### src/rtl/msf_low_time_scanner_pkg.sv
// Shared definitions for the MSF second-BRAM low-time scanner.
// Holds the controller state encoding and the default widths. The writer
// decimation and the low-time scaling share one constant, so they cannot
// drift apart.
package msf_pkg;

    localparam int MSF_ADDR_WIDTH   = 10;
    localparam int MSF_DATA_WIDTH   = 16;
    localparam int MSF_LOW_WIDTH    = 17;
    localparam int MSF_READ_LATENCY = 2;
    localparam int MSF_DECIM_SHIFT  = 10;

    typedef enum logic [2:0] {
        ST_IDLE       = 3'd0,
        ST_SCAN_ISSUE = 3'd1,
        ST_SCAN_DRAIN = 3'd2,
        ST_PUBLISH    = 3'd3,
        ST_HOST_WAIT  = 3'd4
    } msf_state_e;

endpackage

### src/rtl/msf_low_time_scanner_min_tracker.sv
// Tag pipeline plus running-minimum compare for the second-BRAM scan.
// Ports:
//   clk, resetn      clock, async active-low reset
//   clear            scan start: empties the tag pipe, min=all-ones, addr=0
//   push, push_addr  a scan read is being sampled by the BRAM this edge
//   rdata            BRAM read data, aligned with the last tag stage
//   min_value        running minimum sample
//   min_addr         address of the running minimum (lowest on ties)
//   done             no scan read is still in flight
module msf_min_tracker
    import msf_pkg::*;
#(
    parameter int ADDR_WIDTH   = MSF_ADDR_WIDTH,
    parameter int DATA_WIDTH   = MSF_DATA_WIDTH,
    parameter int READ_LATENCY = MSF_READ_LATENCY
) (
    input  logic                  clk,
    input  logic                  resetn,
    input  logic                  clear,
    input  logic                  push,
    input  logic [ADDR_WIDTH-1:0] push_addr,
    input  logic [DATA_WIDTH-1:0] rdata,
    output logic [DATA_WIDTH-1:0] min_value,
    output logic [ADDR_WIDTH-1:0] min_addr,
    output logic                  done
);

    logic [READ_LATENCY-1:0] tag_v_r;
    logic [ADDR_WIDTH-1:0]   tag_a_r [READ_LATENCY];
    logic [DATA_WIDTH-1:0]   min_r;
    logic [ADDR_WIDTH-1:0]   min_addr_r;
    logic                    hit_s;

    // Last tag stage lines up with the returning rdata. Strict less-than
    // means an equal sample never displaces an earlier (lower) address.
    assign hit_s = tag_v_r[READ_LATENCY-1] && (rdata < min_r);

    // Tag shift register: one stage per cycle of BRAM read latency.
    always_ff @(posedge clk or negedge resetn) begin
        if (!resetn) begin
            tag_v_r <= '0;
            for (int i = 0; i < READ_LATENCY; i++) tag_a_r[i] <= '0;
        end else if (clear) begin
            tag_v_r <= '0;
            for (int i = 0; i < READ_LATENCY; i++) tag_a_r[i] <= '0;
        end else begin
            tag_v_r[0] <= push;
            tag_a_r[0] <= push_addr;
            for (int i = 1; i < READ_LATENCY; i++) begin
                tag_v_r[i] <= tag_v_r[i-1];
                tag_a_r[i] <= tag_a_r[i-1];
            end
        end
    end

    // Running minimum and its address.
    always_ff @(posedge clk or negedge resetn) begin
        if (!resetn) begin
            min_r      <= '1;
            min_addr_r <= '0;
        end else if (clear) begin
            min_r      <= '1;
            min_addr_r <= '0;
        end else if (hit_s) begin
            min_r      <= rdata;
            min_addr_r <= tag_a_r[READ_LATENCY-1];
        end else begin
            min_r      <= min_r;
            min_addr_r <= min_addr_r;
        end
    end

    assign min_value = min_r;
    assign min_addr  = min_addr_r;
    assign done      = ~|tag_v_r;

endmodule

### src/rtl/msf_low_time_scanner.sv
// Read-port controller/arbiter for the per-second carrier-amplitude BRAM.
// On sec_tick it scans addresses 0..last_addr, finds the minimum sample and
// publishes low_time = min_addr << LOW_SHIFT. While idle it serves single
// host reads on the same port; a scan start wins over a pending host read.
// Ports:
//   clk, resetn               clock, async active-low reset
//   sec_tick, last_addr       scan trigger and highest address to scan
//   bram_en/addr/rdata        shared BRAM read port
//   host_req/addr/ack/rdata   host single-word read handshake
//   low_time, low_time_valid  published minimum position and strobe
//   min_value                 minimum sample of the last scan
//   scan_busy                 scan in progress (start through publish)
//   overrun, overrun_clr      sticky "tick while busy" flag and its clear
module msf_low_time_scanner
    import msf_pkg::*;
#(
    parameter int ADDR_WIDTH   = MSF_ADDR_WIDTH,
    parameter int DATA_WIDTH   = MSF_DATA_WIDTH,
    parameter int READ_LATENCY = MSF_READ_LATENCY,
    parameter int LOW_SHIFT    = MSF_DECIM_SHIFT,
    parameter int LOW_WIDTH    = MSF_LOW_WIDTH
) (
    input  logic                  clk,
    input  logic                  resetn,
    input  logic                  sec_tick,
    input  logic [ADDR_WIDTH-1:0] last_addr,
    output logic                  bram_en,
    output logic [ADDR_WIDTH-1:0] bram_addr,
    input  logic [DATA_WIDTH-1:0] bram_rdata,
    input  logic                  host_req,
    input  logic [ADDR_WIDTH-1:0] host_addr,
    output logic                  host_ack,
    output logic [DATA_WIDTH-1:0] host_rdata,
    output logic [LOW_WIDTH-1:0]  low_time,
    output logic                  low_time_valid,
    output logic [DATA_WIDTH-1:0] min_value,
    output logic                  scan_busy,
    output logic                  overrun,
    input  logic                  overrun_clr
);

    localparam int         SHIFT_WIDTH = ADDR_WIDTH + LOW_SHIFT;
    localparam logic [2:0] LAT_CODE    = 3'(READ_LATENCY);

    msf_state_e             state_r, state_s;
    logic [ADDR_WIDTH-1:0]  last_r, last_s;
    logic [2:0]             wait_cnt_r, wait_cnt_s;
    logic                   bram_en_r, bram_en_s;
    logic [ADDR_WIDTH-1:0]  bram_addr_r, bram_addr_s;
    logic                   host_ack_r;
    logic [DATA_WIDTH-1:0]  host_rdata_r;
    logic [LOW_WIDTH-1:0]   low_time_r;
    logic                   low_time_valid_r;
    logic [DATA_WIDTH-1:0]  min_value_r;
    logic                   scan_busy_r;
    logic                   overrun_r;

    logic                   scan_start_s, publish_s, host_cap_s, push_s, tick_drop_s;
    logic [DATA_WIDTH-1:0]  trk_min_s;
    logic [ADDR_WIDTH-1:0]  trk_min_addr_s;
    logic                   trk_done_s;
    logic [SHIFT_WIDTH-1:0] shifted_s;

    // A scan read is in flight when the registered enable is out during issue.
    assign push_s      = bram_en_r & (state_r == ST_SCAN_ISSUE);
    assign tick_drop_s = sec_tick & (state_r != ST_IDLE);
    assign shifted_s   = SHIFT_WIDTH'(trk_min_addr_s) << LOW_SHIFT;

    msf_min_tracker #(
        .ADDR_WIDTH   (ADDR_WIDTH),
        .DATA_WIDTH   (DATA_WIDTH),
        .READ_LATENCY (READ_LATENCY)
    ) u_min_tracker (
        .clk       (clk),
        .resetn    (resetn),
        .clear     (scan_start_s),
        .push      (push_s),
        .push_addr (bram_addr_r),
        .rdata     (bram_rdata),
        .min_value (trk_min_s),
        .min_addr  (trk_min_addr_s),
        .done      (trk_done_s)
    );

    // Next-state and next read-port values; the port is driven from registers,
    // so each branch decides what the BRAM sees in the following cycle.
    always_comb begin
        state_s      = state_r;
        last_s       = last_r;
        wait_cnt_s   = wait_cnt_r;
        bram_en_s    = 1'b0;
        bram_addr_s  = bram_addr_r;
        scan_start_s = 1'b0;
        publish_s    = 1'b0;
        host_cap_s   = 1'b0;
        case (state_r)
            ST_IDLE: begin
                if (sec_tick) begin
                    state_s      = ST_SCAN_ISSUE;
                    last_s       = last_addr;
                    bram_en_s    = 1'b1;
                    bram_addr_s  = '0;
                    scan_start_s = 1'b1;
                end else if (host_req) begin
                    state_s     = ST_HOST_WAIT;
                    bram_en_s   = 1'b1;
                    bram_addr_s = host_addr;
                    wait_cnt_s  = 3'd0;
                end else begin
                    state_s = ST_IDLE;
                end
            end
            ST_SCAN_ISSUE: begin
                if (bram_addr_r == last_r) begin
                    state_s = ST_SCAN_DRAIN;
                end else begin
                    bram_en_s   = 1'b1;
                    bram_addr_s = bram_addr_r + {{(ADDR_WIDTH-1){1'b0}}, 1'b1};
                end
            end
            ST_SCAN_DRAIN: begin
                if (trk_done_s) begin
                    state_s   = ST_PUBLISH;
                    publish_s = 1'b1;
                end else begin
                    state_s = ST_SCAN_DRAIN;
                end
            end
            ST_PUBLISH: begin
                state_s = ST_IDLE;
            end
            ST_HOST_WAIT: begin
                // Enable went out the cycle after entry, so data is ready
                // once the counter reaches the read latency.
                if (wait_cnt_r == LAT_CODE) begin
                    state_s    = ST_IDLE;
                    host_cap_s = 1'b1;
                end else begin
                    wait_cnt_s = wait_cnt_r + 3'd1;
                end
            end
            default: begin
                state_s = ST_IDLE;
            end
        endcase
    end

    // FSM state, sampled scan bound, host wait counter and read port.
    always_ff @(posedge clk or negedge resetn) begin
        if (!resetn) begin
            state_r     <= ST_IDLE;
            last_r      <= '0;
            wait_cnt_r  <= 3'd0;
            bram_en_r   <= 1'b0;
            bram_addr_r <= '0;
        end else begin
            state_r     <= state_s;
            last_r      <= last_s;
            wait_cnt_r  <= wait_cnt_s;
            bram_en_r   <= bram_en_s;
            bram_addr_r <= bram_addr_s;
        end
    end

    // Host read capture and acknowledge pulse.
    always_ff @(posedge clk or negedge resetn) begin
        if (!resetn) begin
            host_ack_r   <= 1'b0;
            host_rdata_r <= '0;
        end else if (host_cap_s) begin
            host_ack_r   <= 1'b1;
            host_rdata_r <= bram_rdata;
        end else begin
            host_ack_r   <= 1'b0;
            host_rdata_r <= host_rdata_r;
        end
    end

    // Publish registers: low_time/min_value hold between scans.
    always_ff @(posedge clk or negedge resetn) begin
        if (!resetn) begin
            low_time_valid_r <= 1'b0;
            low_time_r       <= '0;
            min_value_r      <= '0;
        end else if (publish_s) begin
            low_time_valid_r <= 1'b1;
            low_time_r       <= LOW_WIDTH'(shifted_s);
            min_value_r      <= trk_min_s;
        end else begin
            low_time_valid_r <= 1'b0;
            low_time_r       <= low_time_r;
            min_value_r      <= min_value_r;
        end
    end

    // Busy flag spans scan start through the publish cycle.
    always_ff @(posedge clk or negedge resetn) begin
        if (!resetn) begin
            scan_busy_r <= 1'b0;
        end else if (scan_start_s) begin
            scan_busy_r <= 1'b1;
        end else if (state_r == ST_PUBLISH) begin
            scan_busy_r <= 1'b0;
        end else begin
            scan_busy_r <= scan_busy_r;
        end
    end

    // Sticky overrun; the clear takes precedence over a coincident event.
    always_ff @(posedge clk or negedge resetn) begin
        if (!resetn) begin
            overrun_r <= 1'b0;
        end else if (overrun_clr) begin
            overrun_r <= 1'b0;
        end else if (tick_drop_s) begin
            overrun_r <= 1'b1;
        end else begin
            overrun_r <= overrun_r;
        end
    end

    assign bram_en        = bram_en_r;
    assign bram_addr      = bram_addr_r;
    assign host_ack       = host_ack_r;
    assign host_rdata     = host_rdata_r;
    assign low_time       = low_time_r;
    assign low_time_valid = low_time_valid_r;
    assign min_value      = min_value_r;
    assign scan_busy      = scan_busy_r;
    assign overrun        = overrun_r;

endmodule

### config.mk
export PLATFORM = sky130hd
export DESIGN_NAME = msf_low_time_scanner
export DESIGN_NICKNAME = d
export VERILOG_FILES = /design/src/rtl/msf_low_time_scanner_pkg.sv /design/src/rtl/msf_low_time_scanner_min_tracker.sv /design/src/rtl/msf_low_time_scanner.sv
export SDC_FILE = /design/constraint.sdc
export NUM_CORES = 1
export LEC_CHECK = 0
export CAP_MARGIN = 40
export CORE_MARGIN = 4
export CORE_UTILIZATION = 50
export CTS_CLUSTER_DIAMETER = 100
export DETAILED_ROUTE_END_ITERATION = 8
export DONT_BUFFER_PORTS = 1
export PLACE_DENSITY = 0.72
export SYNTH_ARGS = -nofsm -noshare
export SYNTH_HDL_FRONTEND = slang
export SYNTH_SLANG_ARGS = --single-unit
### constraint.sdc
create_clock -name clk -period 2.2 [get_ports clk]
set_input_delay 0.55 -clock clk [delete_from_list [all_inputs] [get_ports clk]]
set_output_delay 0.55 -clock clk [all_outputs]
set_load 0.005 [all_outputs]
Word-level counts from Yosys, hierarchy flattened
Index checks and enable logic that the tools add are counted.
- add/subtract/negate cells: 2
- order comparisons: 1
- equal/unequal tests: 13
- multiplexer cells: 36
- bitwise gates (word level): 2
- reduce and logical (&&, ||, !) cells: 13
- operator list (cell ; number):
    16-bit two-way mux ; 2
    10-bit two-way mux ; 3
    3-bit two-way mux ; 7
    20-bit two-way mux ; 1
    10-bit one-hot mux with 2 select lines ; 1
    16-bit < comparator ; 1
    1-bit two-way mux ; 16
    7-bit two-way mux ; 2
    3-bit one-hot mux with 4 select lines ; 1
    10-bit by 1-bit adder with 10-bit output, second input constant ; 1
    10-bit == test ; 1
    2-bit inequality test, second input constant ; 5
    2-bit nonzero test ; 5
    3-bit by 2-bit == test with 1-bit output, second input constant ; 3
    3-bit one-hot mux with 2 select lines ; 1
    2-bit AND reduction ; 2
    4-bit AND reduction ; 1
    3-bit by 1-bit adder with 3-bit output, second input constant ; 1
    3-bit by 1-bit == test with 1-bit output, second input constant ; 1
    3-bit == test, second input constant ; 1
    3-bit logical NOT ; 1
    3-bit inequality test, second input constant ; 1
    3-bit AND reduction ; 1
    3-bit nonzero test ; 1
    other kinds (6) ; 7
- register bits after elaboration: 112
- input bits: 41
- output and inout port bits: 64
- logic and storage cells: 84

Longest topological paths before layout
- depth after elaboration: 4
- gate-level depth with buffers: 9
- depth with buffers taken out: 7

Modules after synthesis
Synthesis repeated with hierarchy kept, for this count alone.
- cells, all modules: 498
- area total of the unflattened synthesis: 5504.0 um^2
- modules (own cells, without submodules) (module ; instances ; cells each ; area each (um^2)):
    msf_low_time_scanner ; 1 ; 284 ; 3184.3
    msf_min_tracker ; 1 ; 214 ; 2319.7

Worst setup path before layout
Ideal clock, no wire load.
- path type: input to register
- start: in bram_rdata[15]
- end: reg u_min_tracker.min_r[0], in the netlist u_min_tracker.min_value[0]
- data arrival time: 2.064 ns
- path slack: 0.061 ns
- stages: 8
- path buffers: 2
- path through: ha_1 -> nand2_2 -> o2111ai_1 -> a21oi_1 -> and3_1 -> buf_2 -> buf_6 -> mux2i_1
- cells in the longest elaborated chain, start to end: 3
- RTL lines (what ; RTL line ; RTL):
    from (decl) ; msf_low_time_scanner.sv:29 ; input logic [DATA_WIDTH-1:0] bram_rdata,
    16-bit < comparator ; msf_low_time_scanner_min_tracker.sv:36 ; assign hit_s = tag_v_r[READ_LATENCY-1] && (rdata < min_r);
    1-bit logical AND ; msf_low_time_scanner_min_tracker.sv:36 ;
    2-bit nonzero test (no source line) ; -- ;
    to (signal assigned) ; msf_low_time_scanner_min_tracker.sv:65 ; min_r <= rdata;
    to (signal assigned) ; msf_low_time_scanner_min_tracker.sv:68 ; min_r <= min_r;
    to (decl) ; msf_low_time_scanner_min_tracker.sv:30 ; logic [DATA_WIDTH-1:0] min_r;
No other way between the ends.
A chain may end at the register's enable or synchronous reset.

Worst setup path after layout
- start: reg u_min_tracker.min_r[15], in the netlist u_min_tracker.min_value[15]
- end: reg u_min_tracker.min_r[15], in the netlist u_min_tracker.min_value[15]
- cells in the longest elaborated chain, start to end: 3
- RTL lines (what ; RTL line):
    16-bit < comparator ; msf_low_time_scanner_min_tracker.sv:36
    1-bit logical AND ; msf_low_time_scanner_min_tracker.sv:36
    2-bit nonzero test (no source line) ; --
No other way between the ends.

==> flow_summary.yaml <==
worst_setup_path:
  cp_slowest_cell: "dfstp_2"
  start_kind: "register"
  crit_arrival_ps: 2380
  setup.worst_path.end_class: "register"
  rrSetupSlack_ps: 110
  worstPathCellList: "inv_1 -> ha_4 -> nand2_2 -> nor4_4 -> nand3_2 -> and3_4 -> buf_6 -> o211ai_1"
  worst_ep_required_time_ps: 2490
  reg2reg_depth: 8
  cp_top_family: "simple AND/OR/NAND/NOR gates"
  timing.rr.end: "u_min_tracker.min_value[15]"
  cp_num_buf_inv: 2
  r2r-start: "u_min_tracker.min_value[15]"
  path_max_fanout: 15
  path_class: "reg2reg"
  cp_slowest_stage_delay_ps: 550
layout:
  final_cell_mix: "dfrtp_1 (93), nand2_1 (56), mux2_2 (39)"
  drive_gt1_share_pct: 24.5
  antenna_cells: 0
  nets: 524
  layout_commonest_cell: "dfrtp_1"
  nFillCells: 808
  syn2layout_area_growth_pct: 7.36
  final_cells: 603
synthesis:
  synthMuxAreaShare_pct: 10.4
  synth-seq-cells: 109
  async_reset_ff_share_pct: 100
  synth_cells: 455
  synth_fa_ha_area_share_pct: 4.34
  synth_edf_count: 0
  synth-xor-area-share_pct: 2.65
  syn_area_um2: 5190
  synth_seq_area_share_pct: 53.0
  yosysUniqueCellTypes: 55
  synth-compound-area-share_pct: 9.55
  ys_warn_count: 0
  synth-simple-area-share_pct: 14.2
  synth.avg_cell_area_um2: 11.4
  synth_top_family_by_area: "simple AND/OR/NAND/NOR gates"
  synth_flop_cell: "dfrtp_1"
cts:
  cts_tree: "built"
  root_buffer: "clkbuf_8"
  cts_buffers: 9
  insertion_delay_ps: 380
  clk_pin_slew_ps: 110
  h-tree-depth: 3
  cts.sinks: 109
  clock_path_buffers: 2
routing:
  via_per_inst: 5.53
  drc: 0
  drt_pass1_iterations: 4
  wirelength_mm: 10.6
  ant_nets: 0
  vias: 3334
  first_iter_violations: 223
  wire_per_inst_um: 17.6
power:
  ir_drop_v: 0.000683
  p_int_mw: 4.67
  p_seq_share_pct: 45.1
  p_clk_share_pct: 15.2
  comb_power_share_pct: 39.6
  switching_share_pct: 38.0
  power.leakage_nw: 2.56
  power_density_nw_per_um2: 1350
  p_sw_mw: 2.87
sta:
  setup-violations-final: 0
  hold_viol_final: 93
  hold-worst-slack_ps: -153
  fin_skew_ps: 17.5
  fmax_mhz: 479
  setup_ws_ps: 112
  report.final.slew_viol_count: 0
  period_share_pct: 94.9
  post-route-min-period_ps: 2090
worst_hold_path:
  hold_path_class: "in2async"
floorplan:
  die_x_um: 110
  num_io_pins: 105
  start_util_pct: 52.1
  fp-row-count: 36
  fp.dieH_um: 110
  die_area_um2: 12100
  core_um2: 9950
placement:
  post-place-ws_ps: 70.3
  dp_hpwl_mm: 7.48
  place.gp.congestion: 0.880
  place_inst: 587
  io_buffers: 0
run_status:
  status: "finished with violations"
  violations: "negative hold slack"
global_routing:
  grtUsageTotal_pct: 18.4
  antenna_found_initial: 0
  overflow: 0
  grt_max_degree: 110
  grt_pass1_wl_mm: 17.3
  grt_pass1_vias: 3478
flow_run:
  cap_violations: 0
## per-layer routing
layer	vias to the layer above	part of all wire, %	global-route usage [%]
li1	1580	-	-
met1	1617	41	23.6
met2	124	49	29.5
met3	13	8.9	5.87
met4	0	1.2	6.06
met5	-	0	0
## sequential cells by signal, indices dropped and copies added (netlist names)
register,flops
state_r,3
host_rdata,16
u_min_tracker.tag_a_r,14
u_min_tracker.min_value,16
min_value,16
bram_addr,10
host_ack,1
overrun,1
wait_cnt_r,3
last_r,10
u_min_tracker.tag_v_r,2
scan_busy,1
bram_en,1
low_time_valid,1
u_min_tracker.min_addr,7
low_time,7
## cells in the mapped netlist (3+ instances only)
master | n | area (µm²)
a21oi_1 | 19 | 95.1
a221oi_2 | 4 | 60.1
and2_1 | 14 | 87.6
buf_2 | 7 | 35.0
buf_4 | 11 | 82.6
buf_6 | 4 | 45.0
clkbuf_1 | 9 | 33.8
dfrtp_1 | 93 | 2330
dfstp_2 | 16 | 420
ha_1 | 18 | 225
inv_1 | 26 | 97.6
mux2_2 | 39 | 439
mux2i_1 | 9 | 90.1
nand2_1 | 57 | 214
nand3_1 | 6 | 30.0
nand4_1 | 18 | 113
nor2_1 | 18 | 67.6
o211ai_1 | 17 | 128
o21ai_0 | 12 | 60.1
o21ai_1 | 6 | 30.0
xnor2_1 | 7 | 61.3
xnor2_2 | 3 | 48.8
## stage by stage
step                setup TNS, ps  hold slack (ps)  power, mW  utilization, %  area, µm²
floorplan                       0              254       5.63               -       5220
global placement                0              257       6.24            53.8       5360
detailed placement              0              257       6.39            53.8       5360
CTS                             0             -174       7.57            55.7       5540
global route                -28.3             -189       8.13            55.9       5570
finish                          0             -153       7.54            55.9       5570
## how the worst max path moves through the flow
stage                     slack [ps]                   startpoint  cells past startpoint                           to
after floorplan                   60               bram_rdata[15]                      8   u_min_tracker.min_value[0]
after global placement           190  u_min_tracker.min_value[15]                      8    u_min_tracker.min_addr[4]
after detailed placement          70  u_min_tracker.min_value[13]                      8  u_min_tracker.min_value[11]
after CTS                         40  u_min_tracker.min_value[15]                      8  u_min_tracker.min_value[15]
after global routing             -20  u_min_tracker.min_value[15]                      8   u_min_tracker.min_value[2]
final                            110  u_min_tracker.min_value[15]                      8  u_min_tracker.min_value[15]
## kinds of logic (layout without fill, tap and decap cells)
| kind of cell | count (synthesis) | after routing |
|---|---|---|
| flops | 109 | 109 |
| other cells | 1 | 10 |
| mux | 49 | 49 |
| simple gates | 136 | 136 |
| xor+xnor | 11 | 11 |
| buf+inv | 59 | 65 |
| fa+ha+maj | 18 | 18 |
| compound gates | 72 | 72 |
## final cells by class
type                    instances  area [µm²]  area share (%)
well taps                     133         166            2.99
clock buffers                  10         128            2.29
inverters                      28         105            1.89
flip-flops and latches        109        2750            49.3
repair buffers                 21         174            3.12
multi-input cells             296        2190            39.3
clock inverters                 6        56.3            1.01
## timing repair
| item | 4_1_cts | 5_1_grt |
|---|---|---|
| endpoints found under the setup margin | 0 | 21 |
| gates resized for setup | 0 | 4 |
| buffers inserted | 0 | 0 |
| hold endpoints to repair | 102 | 106 |
## power by group through the flow
stage,Sequential (mW),Clock (mW),Combinational (mW)
after floorplan,3.32,0,2.31
after global placement,3.42,0,2.82
after detailed placement,3.45,0,2.94
after CTS,3.41,1.20,2.96
after global routing,3.50,1.29,3.34
final,3.40,1.15,2.99
## worst register-to-register path, stage by stage (launching register included)
cell and delay [ps]:
dfstp_2 550, inv_1 80, ha_4 290, nand2_2 90
nor4_4 320, nand3_2 120, and3_4 210, buf_6 160
o211ai_1 210
No activity file was read; power rests on OpenSTA's default activity.
==> edit 1: new RTL, same settings <==
The package constant `MSF_DECIM_SHIFT` goes from 10 to 20.
--- a/src/rtl/msf_low_time_scanner_pkg.sv
+++ b/src/rtl/msf_low_time_scanner_pkg.sv
@@ -8,7 +8,7 @@
     localparam int MSF_DATA_WIDTH   = 16;
     localparam int MSF_LOW_WIDTH    = 17;
     localparam int MSF_READ_LATENCY = 2;
-    localparam int MSF_DECIM_SHIFT  = 10;
+    localparam int MSF_DECIM_SHIFT  = 20;
 
     typedef enum logic [2:0] {
         ST_IDLE       = 3'd0,
Formal check against the unedited RTL: not equivalent (a bounded check fails within 10 cycles, from zero or initial values and one cycle with resetn low).
==> edit 1 against the original RTL <==
The run ends with negative setup slack left; critical path depth is the same; final area shrank 16%; worst setup slack lost 0.15 ns; non-clock buffer count grew 8; synthesized area shrank 20%; power shrank 21%; combinational power shrank 20%; wire length shrank 13%; sequential cell count shrank 28; final cell count shrank 7.6%; die area shrank 19%.
==> edit 1: results (changes against the original RTL) <==
[outcome]
outcome=finished with violations
violations=negative setup slack

[cts]
cts_setup_buffers=2  ; +2
cts_resized=9  ; +9

[timing]
finalClockSkew_ns=0.00864  ; -0.00884 ns
setup_viol=2  ; +2
setup_ws_ns=-0.0407  ; -0.152 ns
fin_tns_setup_ns=-0.0429  ; -0.0429 ns

[global_routing]
gr-usage-met2_pct=31.3  ; +1.7 points
grt_pass1_wl_mm=15.3  ; -11%
use_met3_pct=5.17  ; -0.71 points

[worst_setup_path]
path_max_fanout=9  ; -6

[placement]
dp_hpwl_mm=6.55  ; -12%

[power]
powerComb_w=0.00238  ; -20%
vdd_drop_max_mv=0.624  ; -8.6%
leakagePower_nw=2.17  ; -15%

[detailed_routing]
routed_wl_mm=9.25  ; -13%
wl_met1_mm=3.99  ; -7.9%
wl_met2_mm=4.34  ; -17%
wl_met3_um=810  ; -14%

[logic_synthesis]
synth_area_leaders=dfrtp_1 39%, dfstp_2 10%, nand2_1 7.5%, ha_1 5.4%, mux2i_1 4.1%
synth.mux.area_fraction_pct=7.10  ; -3.3 points
synth_xor_area_share_pct=2.33  ; -0.33 points

[cells_and_area]
drive_gt1_share_pct=20.9  ; -3.6 points
nFillCells=661  ; -18%

edit 1: cell types whose count changed in the layout (fill, tap and decap cells not counted), sizes merged, moves of 5 or more:
cell / unedited run / this run
mux2: 40 / 11
dfrtp: 93 / 65
nor2: 18 / 44
nand2: 58 / 83
o211ai: 17 / 0
nand4: 20 / 6
and2: 14 / 4
buf: 21 / 29
mux2i: 9 / 17
conb: 10 / 17
a21oi: 19 / 14
nor4: 5 / 0
edit 1: through the flow:
stage               hold WS, ns  cells  area [µm²]  power, W  worst slack, ns
floorplan                 0.254    443        4220   0.00410           0.0434
global placement          0.257    536        4340   0.00462           -0.308
detailed placement        0.256    537        4360   0.00474           -0.219
CTS                      0.0157    556        4650   0.00595          0.00540
global route             0.0153    557        4660   0.00639          -0.0805
finish                   0.0448    557        4660   0.00596          -0.0407
edit 1: final timing paths:
check                                                 start                          end  slack (ns)  cells past startpoint
worst min-delay path                                 resetn   u_min_tracker.min_value[7]        0.04                      0
max in group asynchronous                            resetn                host_rdata[4]        1.85                      1
worst max-delay path            u_min_tracker.min_value[15]  u_min_tracker.min_value[12]       -0.04                      8
min in group clk                                overrun_clr                      overrun        0.27                      1
worst max register to register  u_min_tracker.min_value[15]  u_min_tracker.min_value[12]       -0.04                      8
worst min register to register     u_min_tracker.tag_v_r[0]     u_min_tracker.tag_v_r[1]        0.50                      1
edit 1: final cells by class:
type | count | area [µm²] | area share (%)
Clock buffer | 10 | 138 | 2.95
Tap cell | 102 | 128 | 2.74
Sequential cell | 81 | 2050 | 43.9
Clock inverter | 6 | 57.6 | 1.23
Inverter | 28 | 105 | 2.26
Timing Repair Buffer | 29 | 262 | 5.61
Multi-Input combinational cell | 301 | 1920 | 41.3
==> edit 2: new RTL, same settings <==
Without the edit above. Take the reset off `bram_addr_r` and load it in a clocked block of its own.
--- a/src/rtl/msf_low_time_scanner.sv
+++ b/src/rtl/msf_low_time_scanner.sv
@@ -152,14 +152,16 @@
             last_r      <= '0;
             wait_cnt_r  <= 3'd0;
             bram_en_r   <= 1'b0;
-            bram_addr_r <= '0;
         end else begin
             state_r     <= state_s;
             last_r      <= last_s;
             wait_cnt_r  <= wait_cnt_s;
             bram_en_r   <= bram_en_s;
-            bram_addr_r <= bram_addr_s;
-        end
+        end
+    end
+
+    always_ff @(posedge clk) begin
+        bram_addr_r <= bram_addr_s;
     end
 
     // Host read capture and acknowledge pulse.
Check against the original RTL: not equivalent (Yosys sat finds a counterexample within 4 cycles, from zero or initial values and one cycle with resetn low).
==> edit 2 against the original RTL <==
Critical path depth did not move; final area rose by 6.3%; first-iteration DRC count fell by 23%; sequential cell count did not move; sequential share of layout area fell by 2.1 points; final cell count rose by 3.8%; power rose by 7.2%; synthesized cell count rose by 0.66%; worst setup slack got worse by 0.20 ns; the run ends with negative hold slack, negative setup slack left; wire length rose by 6.8%; clock skew fell by 0.0012 ns; synthesized area fell by 2.3%.
==> edit 2: results (changes against the original RTL) <==
[outcome]
outcome=finished with violations
violations=negative hold slack, negative setup slack

[power]
vdd_drop_max_mv=0.602  ; -12%

[placement]
place_area_um2=5290  ; -1.3%
place_ws_ns=-0.389  ; -0.459 ns
gp_congestion=0.792  ; -10%
dp_hpwl_mm=7.13  ; -4.7%

[logic_synthesis]
synth_compound_gate_area_share_pct=9.56  ; about the same
yosysSeqAreaShare_pct=55.2  ; +2.3 points
avgSynthCellArea_um2=11.1  ; -3.0%
synth_cell_types=44  ; -20%
synthAdderAreaFrac_pct=4.45  ; +0.10 points
synth_area_leaders=dfrtp_1 41%, dfstp_2 8.3%, edfxtp_1 5.9%, mux2_2 5.8%, o21ai_0 4.7%
synth_xor_area_share_pct=3.46  ; +0.80 points
synth-edff-count=10  ; +10
synthTopCellsByCount=83 x dfrtp_1, 49 x nand2_1, 48 x o21ai_0
synth.mux.area_fraction_pct=5.78  ; -4.6 points

[cells_and_area]
multiInputCombCellCount=306  ; +3.4%
buffer_area_share_pct=5.16  ; +2.0 points
num-nets-final=547  ; +4.4%
multi_input_area_um2=2370  ; +8.1%
clk_share_pct=3.21  ; -0.089 points
nClkBuffers=11  ; +1
seq_share_pct=47.3  ; -2.1 points
multi_input_area_share_pct=40.0  ; +0.66 points

[timing]
setup_viol=23  ; +23
setup_ws_ns=-0.0842  ; -0.196 ns
finalClockSkew_ns=0.0163  ; -0.00116 ns
fin_tns_setup_ns=-1.13  ; -1.13 ns
holdWs_ns=-0.125  ; +0.0284 ns
hold_violations=83  ; -11%

[detailed_routing]
routed_wl_mm=11.3  ; +6.8%
wl_met2_mm=5.75  ; +10%
vias=3439  ; +3.1%
wl_met3_um=784  ; -17%
wl_per_cell_um=18.1  ; +2.9%
drt_iter0_drc=171  ; -23%

[worst_setup_path]
setup.worst_path.start=u_min_tracker.min_value[10]
cp-endpoint=u_min_tracker.min_value[14]
path_max_fanout=6  ; -9
cp.arrival_ns=2.56  ; +0.18 ns
r2r_slack_ns=-0.08  ; -0.20 ns

[global_routing]
gr-usage-met2_pct=31.9  ; +2.3 points
grt_pass1_wl_mm=17.7  ; +2.7%
grt_util_met1_pct=23.9  ; +0.31 points
grt_usage_pct=19.2  ; +0.80 points
use_met3_pct=6.81  ; +0.94 points

[cts]
insertion_delay_ns=0.36  ; -0.02 ns

edit 2: changes by cell type after synthesis, sizes merged, moves of 14 or more:
cell    change
nand4      -15
o21ai      +34
nand3b     +26
xor2       +16
o211ai     -16
nand3      +21
mux2       -14
edit 2: power breakdown:
| part | internal (W) | switching, W |
|---|---|---|
| Sequential | 0.00311 | 0.000680 |
| Clock | 0.000531 | 0.000657 |
| Combinational | 0.00144 | 0.00166 |
| Total | 0.00508 | 0.00300 |
edit 2: repair_timing:
item                                    4_1_cts  5_1_grt
endpoints found under the setup margin       23       23
buffers inserted                              5        5
pin swaps                                    17       32
endpoints found under the hold margin        83       83
gates resized for setup                      27       23
gates cloned                                  4        0
edit 2: cell families after synthesis:
family	after synthesis
adders and majority gates	18
muxes	26
AOI/OAI and AO/OA	76
and+or+nand+nor	152
DFF	109
buffers and inverters	56
other	1
xor gates and xnor gates	20
